==> src/rtl/uart_pkg.sv <==
// Shared UART-side definitions: tx_line FSM states, line-termination phases and the
// control characters also used by the line receiver.
package uart_pkg;

  localparam int unsigned DATA_W      = 8;
  localparam int unsigned ADDR_W      = 8;
  localparam int unsigned COUNT_W     = 8;
  localparam int unsigned ACK_TIMEOUT = 4;
  localparam int unsigned ACK_CNT_W   = 2;

  localparam logic [DATA_W-1:0] CHAR_CR  = 8'h0D;
  localparam logic [DATA_W-1:0] CHAR_LF  = 8'h0A;
  localparam logic [DATA_W-1:0] CHAR_NUL = 8'h00;

  typedef enum logic [2:0] {
    ST_IDLE,
    ST_FETCH,
    ST_WAIT_RAM,
    ST_CHECK,
    ST_SEND,
    ST_WAIT_ACK,
    ST_WAIT_DONE,
    ST_DONE
  } tx_line_state_e;

  typedef enum logic [1:0] {
    PH_PAYLOAD,
    PH_CR,
    PH_LF
  } term_phase_e;

endpackage

==> src/rtl/tx_line_if.sv <==
// Command, RAM read port and UART transmitter handshake seen by tx_line.
interface tx_line_if;

  logic                             start;
  logic [uart_pkg::ADDR_W-1:0]      start_addr;
  logic [uart_pkg::ADDR_W-1:0]      addr;
  logic [uart_pkg::DATA_W-1:0]      data_read;
  logic                             tx_start;
  logic [uart_pkg::DATA_W-1:0]      tx_data;
  logic                             tx_done;
  logic                             busy;
  logic                             tx_line_done;

  // tx_line side: drives the RAM address and the UART, reports status.
  modport master (
    input  start,
    input  start_addr,
    output addr,
    input  data_read,
    output tx_start,
    output tx_data,
    input  tx_done,
    output busy,
    output tx_line_done
  );

  // Environment side: requester, RAM and UART transmitter.
  modport slave (
    output start,
    output start_addr,
    input  addr,
    output data_read,
    input  tx_start,
    input  tx_data,
    output tx_done,
    input  busy,
    input  tx_line_done
  );

endinterface

==> src/rtl/tx_line.sv <==
// Reads a NUL-terminated string from RAM and sends it, followed by CR LF, through
// the UART transmitter one byte at a time.
module tx_line
  import uart_pkg::*;
#(
  parameter int unsigned MAX_LEN = 255
) (
  input  logic      clock,
  input  logic      reset,
  tx_line_if.master bus
);

  localparam logic [COUNT_W-1:0]   COUNT_MAX = COUNT_W'(MAX_LEN);
  localparam logic [ACK_CNT_W-1:0] ACK_LAST  = ACK_CNT_W'(ACK_TIMEOUT - 1);

  tx_line_state_e       state, state_nxt;
  term_phase_e          phase_q, phase_nxt;
  logic [ADDR_W-1:0]    addr_q, addr_nxt;
  logic [COUNT_W-1:0]   count_q, count_nxt;
  logic [DATA_W-1:0]    tx_data_q, tx_data_nxt;
  logic [ACK_CNT_W-1:0] ack_cnt_q, ack_cnt_nxt;
  logic                 tx_start_q;
  logic                 busy_q;
  logic                 line_done_q;

  // State register plus datapath registers; pulse/status outputs decoded from next state.
  always_ff @(posedge clock or negedge reset) begin
    if (!reset) begin
      state       <= ST_IDLE;
      phase_q     <= PH_PAYLOAD;
      addr_q      <= '0;
      count_q     <= '0;
      tx_data_q   <= '0;
      ack_cnt_q   <= '0;
      tx_start_q  <= 1'b0;
      busy_q      <= 1'b0;
      line_done_q <= 1'b0;
    end else begin
      state       <= state_nxt;
      phase_q     <= phase_nxt;
      addr_q      <= addr_nxt;
      count_q     <= count_nxt;
      tx_data_q   <= tx_data_nxt;
      ack_cnt_q   <= ack_cnt_nxt;
      tx_start_q  <= (state_nxt == ST_SEND);
      busy_q      <= (state_nxt != ST_IDLE);
      line_done_q <= (state_nxt == ST_DONE);
    end
  end

  // Next-state and datapath update for fetch / send / terminate sequencing.
  always_comb begin
    state_nxt   = state;
    phase_nxt   = phase_q;
    addr_nxt    = addr_q;
    count_nxt   = count_q;
    tx_data_nxt = tx_data_q;
    ack_cnt_nxt = ack_cnt_q;

    case (state)
      ST_IDLE: begin
        if (bus.start) begin
          addr_nxt  = bus.start_addr;
          count_nxt = '0;
          state_nxt = ST_FETCH;
        end
      end

      // RAM registers addr during this cycle.
      ST_FETCH: state_nxt = ST_WAIT_RAM;

      // data_read becomes valid for addr at the end of this cycle.
      ST_WAIT_RAM: state_nxt = ST_CHECK;

      // Length limit and NUL both end the payload; either way CR goes next.
      ST_CHECK: begin
        if ((bus.data_read == CHAR_NUL) || (count_q == COUNT_MAX)) begin
          tx_data_nxt = CHAR_CR;
          phase_nxt   = PH_CR;
        end else begin
          tx_data_nxt = bus.data_read;
          phase_nxt   = PH_PAYLOAD;
        end
        state_nxt = ST_SEND;
      end

      ST_SEND: begin
        ack_cnt_nxt = '0;
        state_nxt   = ST_WAIT_ACK;
      end

      // A transmitter that never drops tx_done is taken as already finished.
      ST_WAIT_ACK: begin
        if (!bus.tx_done) begin
          state_nxt = ST_WAIT_DONE;
        end else if (ack_cnt_q == ACK_LAST) begin
          state_nxt = ST_WAIT_DONE;
        end else begin
          ack_cnt_nxt = ack_cnt_q + ACK_CNT_W'(1);
        end
      end

      ST_WAIT_DONE: begin
        if (bus.tx_done) begin
          case (phase_q)
            PH_PAYLOAD: begin
              addr_nxt  = addr_q + ADDR_W'(1);
              count_nxt = count_q + COUNT_W'(1);
              state_nxt = ST_FETCH;
            end
            PH_CR: begin
              tx_data_nxt = CHAR_LF;
              phase_nxt   = PH_LF;
              state_nxt   = ST_SEND;
            end
            default: state_nxt = ST_DONE;
          endcase
        end
      end

      ST_DONE: state_nxt = ST_IDLE;

      default: state_nxt = ST_IDLE;
    endcase
  end

  assign bus.addr         = addr_q;
  assign bus.tx_data      = tx_data_q;
  assign bus.tx_start     = tx_start_q;
  assign bus.busy         = busy_q;
  assign bus.tx_line_done = line_done_q;

endmodule

==> src/flat_wrapper.sv <==
// flat-port wrapper written by rule: the top's interface ports become plain ports
module tx_line_flat import uart_pkg::*;
#(
  parameter int unsigned MAX_LEN = 255
)
  (clock, reset, bus_start, bus_start_addr, bus_addr, bus_data_read, bus_tx_start, bus_tx_data, bus_tx_done, bus_busy, bus_tx_line_done);
  tx_line_if bus_i ();
  input  logic clock;
  input  logic reset;
  input wire logic [$bits(bus_i.start)-1:0] bus_start;
  input wire logic [$bits(bus_i.start_addr)-1:0] bus_start_addr;
  output wire logic [$bits(bus_i.addr)-1:0] bus_addr;
  input wire logic [$bits(bus_i.data_read)-1:0] bus_data_read;
  output wire logic [$bits(bus_i.tx_start)-1:0] bus_tx_start;
  output wire logic [$bits(bus_i.tx_data)-1:0] bus_tx_data;
  input wire logic [$bits(bus_i.tx_done)-1:0] bus_tx_done;
  output wire logic [$bits(bus_i.busy)-1:0] bus_busy;
  output wire logic [$bits(bus_i.tx_line_done)-1:0] bus_tx_line_done;
  assign bus_i.start = bus_start;
  assign bus_i.start_addr = bus_start_addr;
  assign bus_addr = bus_i.addr;
  assign bus_i.data_read = bus_data_read;
  assign bus_tx_start = bus_i.tx_start;
  assign bus_tx_data = bus_i.tx_data;
  assign bus_i.tx_done = bus_tx_done;
  assign bus_busy = bus_i.busy;
  assign bus_tx_line_done = bus_i.tx_line_done;
  tx_line #(.MAX_LEN(MAX_LEN)) u_core (.clock(clock), .reset(reset), .bus(bus_i));
endmodule
==> config.mk <==
export PLATFORM = sky130hd
export DESIGN_NAME = tx_line_flat
export DESIGN_NICKNAME = d
export VERILOG_FILES = /design/src/rtl/uart_pkg.sv /design/src/rtl/tx_line_if.sv /design/src/rtl/tx_line.sv /design/src/flat_wrapper.sv
export SDC_FILE = /design/constraint.sdc
export NUM_CORES = 1
export LEC_CHECK = 0
export BUFFER_PORTS_ARGS = -buffer_cell sky130_fd_sc_hd__clkbuf_2
export CORE_UTILIZATION = 53
export DETAILED_ROUTE_END_ITERATION = 10
export GPL_ROUTABILITY_DRIVEN = 1
export MAX_ROUTING_LAYER = met4
export PLACE_DENSITY = 0.82
export SLEW_MARGIN = 20
export SYNTH_ARGS = -nofsm -noshare
export SYNTH_HDL_FRONTEND = slang
export SYNTH_SLANG_ARGS = --single-unit
==> constraint.sdc <==
create_clock -name clock -period 2.4 [get_ports clock]
set_input_delay 0.36 -clock clock [delete_from_list [all_inputs] [get_ports clock]]
set_output_delay 0.36 -clock clock [all_outputs]
set_load 0.01 [all_outputs]
# Word-level counts from Yosys, hierarchy flattened

Cells that the tools add are included.

Register bits after elaboration: 34
Input port bits: 20
Output and inout port bits: 19
Word-level logic and storage cells: 66

Equality and inequality tests: 18
Add/subtract/negate cells: 3
Reductions and logical operators: 11
Multiplexer cells: 25

Operators with widths:

| cell                                                  | count |
|---|---|
| 2-to-1 mux 8 bit                                      | 9 |
| case mux 8 bit (2 select lines)                       | 3 |
| case mux 3 bit (8 select lines)                       | 1 |
| == test 3 bit, second input constant                  | 6 |
| adder 8 x 1 -> 8 bit, second input constant           | 2 |
| 2-to-1 mux 3 bit                                      | 4 |
| == test 8 bit, second input constant                  | 1 |
| zero test 8 bit                                       | 1 |
| 2-to-1 mux 2 bit                                      | 4 |
| inequality test 2 bit, second input constant          | 4 |
| case mux 2 bit (2 select lines)                       | 2 |
| == test 3 x 2 -> 1 bit, second input constant         | 2 |
| case mux 3 bit (2 select lines)                       | 1 |
| AND reduction 3 bit                                   | 2 |
| nonzero test 2 bit                                    | 3 |
| inequality test 2 x 1 -> 1 bit, second input constant | 2 |
| AND reduction 4 bit                                   | 1 |
| == test 3 x 1 -> 1 bit, second input constant         | 1 |
| zero test 3 bit                                       | 1 |
| nonzero test 3 bit                                    | 1 |
| adder 2 x 1 -> 2 bit, second input constant           | 1 |
| == test 2 x 1 -> 1 bit, second input constant         | 1 |
| == test 2 bit, second input constant                  | 1 |
| zero test 2 bit                                       | 1 |
| 2 further kinds                                       | 2 |

# Depth between registers and ports, before layout

Word-level depth: 5
Mapped depth: 8
Depth with buffers taken out: 7

# Least setup slack after synthesis

Ideal clock, no wire load.

Path type: register to register
Start point: register u_core.ack_cnt_q[0] (netlist name)
End point: register u_core.phase_q[1]
Required time: 2,281 ps
Clock period less this slack: 1,848 ps
Arrival time: 1,729 ps
Cell stages (with the launch flop): 9
Setup time: 119 ps
Slack: 552 ps
Buffers on the path: 1
Cell sequence: dfrtp_1 > ha_1 > nand2b_1 > or2_1 > a211oi_2 > or3_1 > buf_2 > inv_2 > o21a_1

RTL lines:

| what                   | line          | RTL |
|---|---|---|
| end signal: assignment | tx_line.sv:40 | `phase_q <= phase_nxt;` |
| end: declaration       | tx_line.sv:17 | `term_phase_e phase_q, phase_nxt;` |

==> flow_summary.ini <==
[status]
status = complete, no violations

[synth]
synth_top_cell_by_area = dfrtp_1
synth_warnings = 0
ys_seq_area_share_pct = 50.4
yosys_register_bits = 34
avgSynthCellArea_um2 = 9.48
syn-cell-area_um2 = 1690
synth_nets = 201
synth_ff_type = dfrtp_1
syn_inst = 178
ys_async_sr_fraction_pct = 100
synth_top_area_share_pct = 50.4
synthTopCellsByArea = dfrtp_1, nand2_1, o21ai_0, nor2_1, a21oi_1
synth_edf_count = 0
synth.distinct_cells = 37

[timing]
finalWorstSetupSlack_ns = 0.325
clock.fmax_ghz = 0.482
grt_setup_unrepaired = false
period_minus_slack_ns = 2.07
setup_violations = 0
slew_headroom_pct = 46.3
worst_pin_slew_ns = 0.805
slew_violations = 0
fin_crit_sh_pct = 86.4
holdWs_ns = 0.0929
finClkSkew_ns = 0.00799
setup_tns_ns = 0
hold_viol = 0

[power_and_ir_drop]
peakVddDrop_mv = 0.657
finalPower_mw = 2.27
power.density_nw_per_um2 = 1150
p_leak_nw = 0.934

[clocking]
cts.sinks = 34
postCtsHoldBufs = 0
cts_tree = done
post_cts_buffers = 0
cts_resized = 0
cts_buffer_depth = 2
clk_pin_slew_ns = 0.11
clock-root-buffer = clkbuf_4
numCtsBuffers = 5
clk_latency_ns = 0.33
cts_htree_levels = 2

[layout]
num_antenna_cells = 0
fin_nets = 240
layout-area-overhead-vs-synth_pct = 16.7
layout-drive-gt1-share_pct = 24.3

[critical_path]
cpLargestDelayFamily = simple AND/OR/NAND/NOR gates
required_ns = 2.63
slowest_stage = dfrtp_1
cp_max_fo = 9
crit_buf_inv = 1
max_stage_delay_ns = 0.42
crit_path_end_kind = register
criticalPathCategory = register to register
startpoint_type = register
crit_chain = ha_1 -> nand2b_1 -> or2_1 -> a211oi_2 -> or3_1 -> inv_2 -> o21a_1
cp.arrival_ns = 2.31

[run]
max_cap_violations = 0

[drt]
vias = 1416
via_per_inst = 5.40
drtAntennaViolNets = 0
firstDrtPassIters = 4
drcViolationCount = 0
wire_per_inst_um = 12.6
wl_um = 3290
drtIter0Drc = 32

[hold_path]
hold_class = input port to async pin

[floorplan]
die_h_um = 58.4
fp-row-count = 20
dieArea_um2 = 3410
initial_core_util_pct = 55.7
ios = 39
core-area_um2 = 3030
die_x_um = 58.4

[placed_design]
dp_slack_ns = 0.322
dp_hpwl_um = 2410
gp_congestion = 0.785
io_buffers = 38

[global_routing]
grt_use_met2_pct = 33.3
grt_pass1_wl_um = 5520
grt.met3_usage_pct = 6.59
overflow = 0
grt_busiest_layer = met2
grt_use_total_pct = 22.3
antenna_found_initial = 0
grt_use_met1_pct = 28.9
grt_pass1_vias = 1246
grt_max_degree = 35
## final timing paths
check | cells after the start | slack, ns | startpoint | end
hold / removal | 1 | 0.09 | reset | u_core.ack_cnt_q[1]
min in group clock | 2 | 0.26 | bus_data_read[5] | u_core.bus.tx_data[5]
max in group asynchronous | 1 | 1.79 | reset | u_core.count_q[1]
setup / recovery | 7 | 0.33 | u_core.ack_cnt_q[0] | u_core.phase_q[1]
setup reg to reg | 7 | 0.33 | u_core.ack_cnt_q[0] | u_core.phase_q[1]
hold reg to reg | 1 | 0.52 | u_core.bus.tx_data[2] | u_core.bus.tx_data[2]
## logic make-up after synthesis
kind of cell    share of synthesized area [%]
flops                                    50.4
compound gates                           17.6
xor+xnor                                 3.11
simple gates                             22.8
buf+inv                                  3.85
fa+ha+maj                                2.22
## through the flow
stage | std cells | cell area, um2 | util [%]
CTS | 262 | 1970 | 65.0
global placement | 254 | 1910 | 62.9
detailed placement | 254 | 1910 | 62.9
global route | 262 | 1970 | 65.0
finish | 262 | 1970 | 65.0
floorplan | 178 | 1690 | -
## registers in the layout, summed over array words and instances (netlist names)
name                     cells
u_core.phase_q               2
u_core.bus.tx_start          1
u_core.bus.busy              1
u_core.ack_cnt_q             2
u_core.bus.addr              8
u_core.bus.tx_data           8
u_core.count_q               8
u_core.state                 3
u_core.bus.tx_line_done      1
## cell type report
cell class	instances	area, um2
clock buffer	6	51.3
clock inverter	2	12.5
fill	276	1060
inverter	6	22.5
multi-input combinational	130	772
sequential	34	851
tap	44	55.1
timing repair buffer	40	205
## cells in the final DEF, fill, tap and decap left out, drive strengths merged, types with 3 or more instances in the layout
cell	n
a21oi	11
a22o	6
clkbuf	44
dfrtp	34
ha	3
inv	6
nand2	20
nand2b	3
nand3	8
nor2	16
nor3	3
nor3b	3
nor4	5
o21ai	16
o22ai	4
or2	4
or3	3
xnor2	6
## layer usage
layer,vias to the layer above,routed length (um)
li1,717,-
met1,653,1590
met2,40,1500
met3,6,162
met4,0,38
met5,-,0
## report_power, final
| group | leakage (nW) | internal (mW) | total [mW] | switching [mW] |
|---|---|---|---|---|
| clock | 0.0343 | 0.141 | 0.331 | 0.191 |
| sequential | 0.422 | 0.783 | 1.02 | 0.236 |
| combinational | 0.477 | 0.418 | 0.918 | 0.500 |
| total | 0.934 | 1.34 | 2.27 | 0.927 |
## cells in the mapped netlist (2+ instances only)
cell type	number
or2_1	2
ha_1	3
or3_1	3
nor3b_1	3
and2_1	2
o21ai_1	2
dfrtp_1	34
a221o_1	2
nor3_1	3
clkbuf_1	3
a2bb2oi_1	2
nor4b_1	2
xnor2_1	6
or2_2	2
o22ai_1	4
a21oi_1	11
a31oi_1	2
inv_1	5
a22o_1	6
nand2b_1	3
nor4_1	5
nand3_1	8
nand2_1	20
buf_2	4
nor2_1	16
o21ai_0	14
No activity file was read; power rests on OpenSTA's default activity.
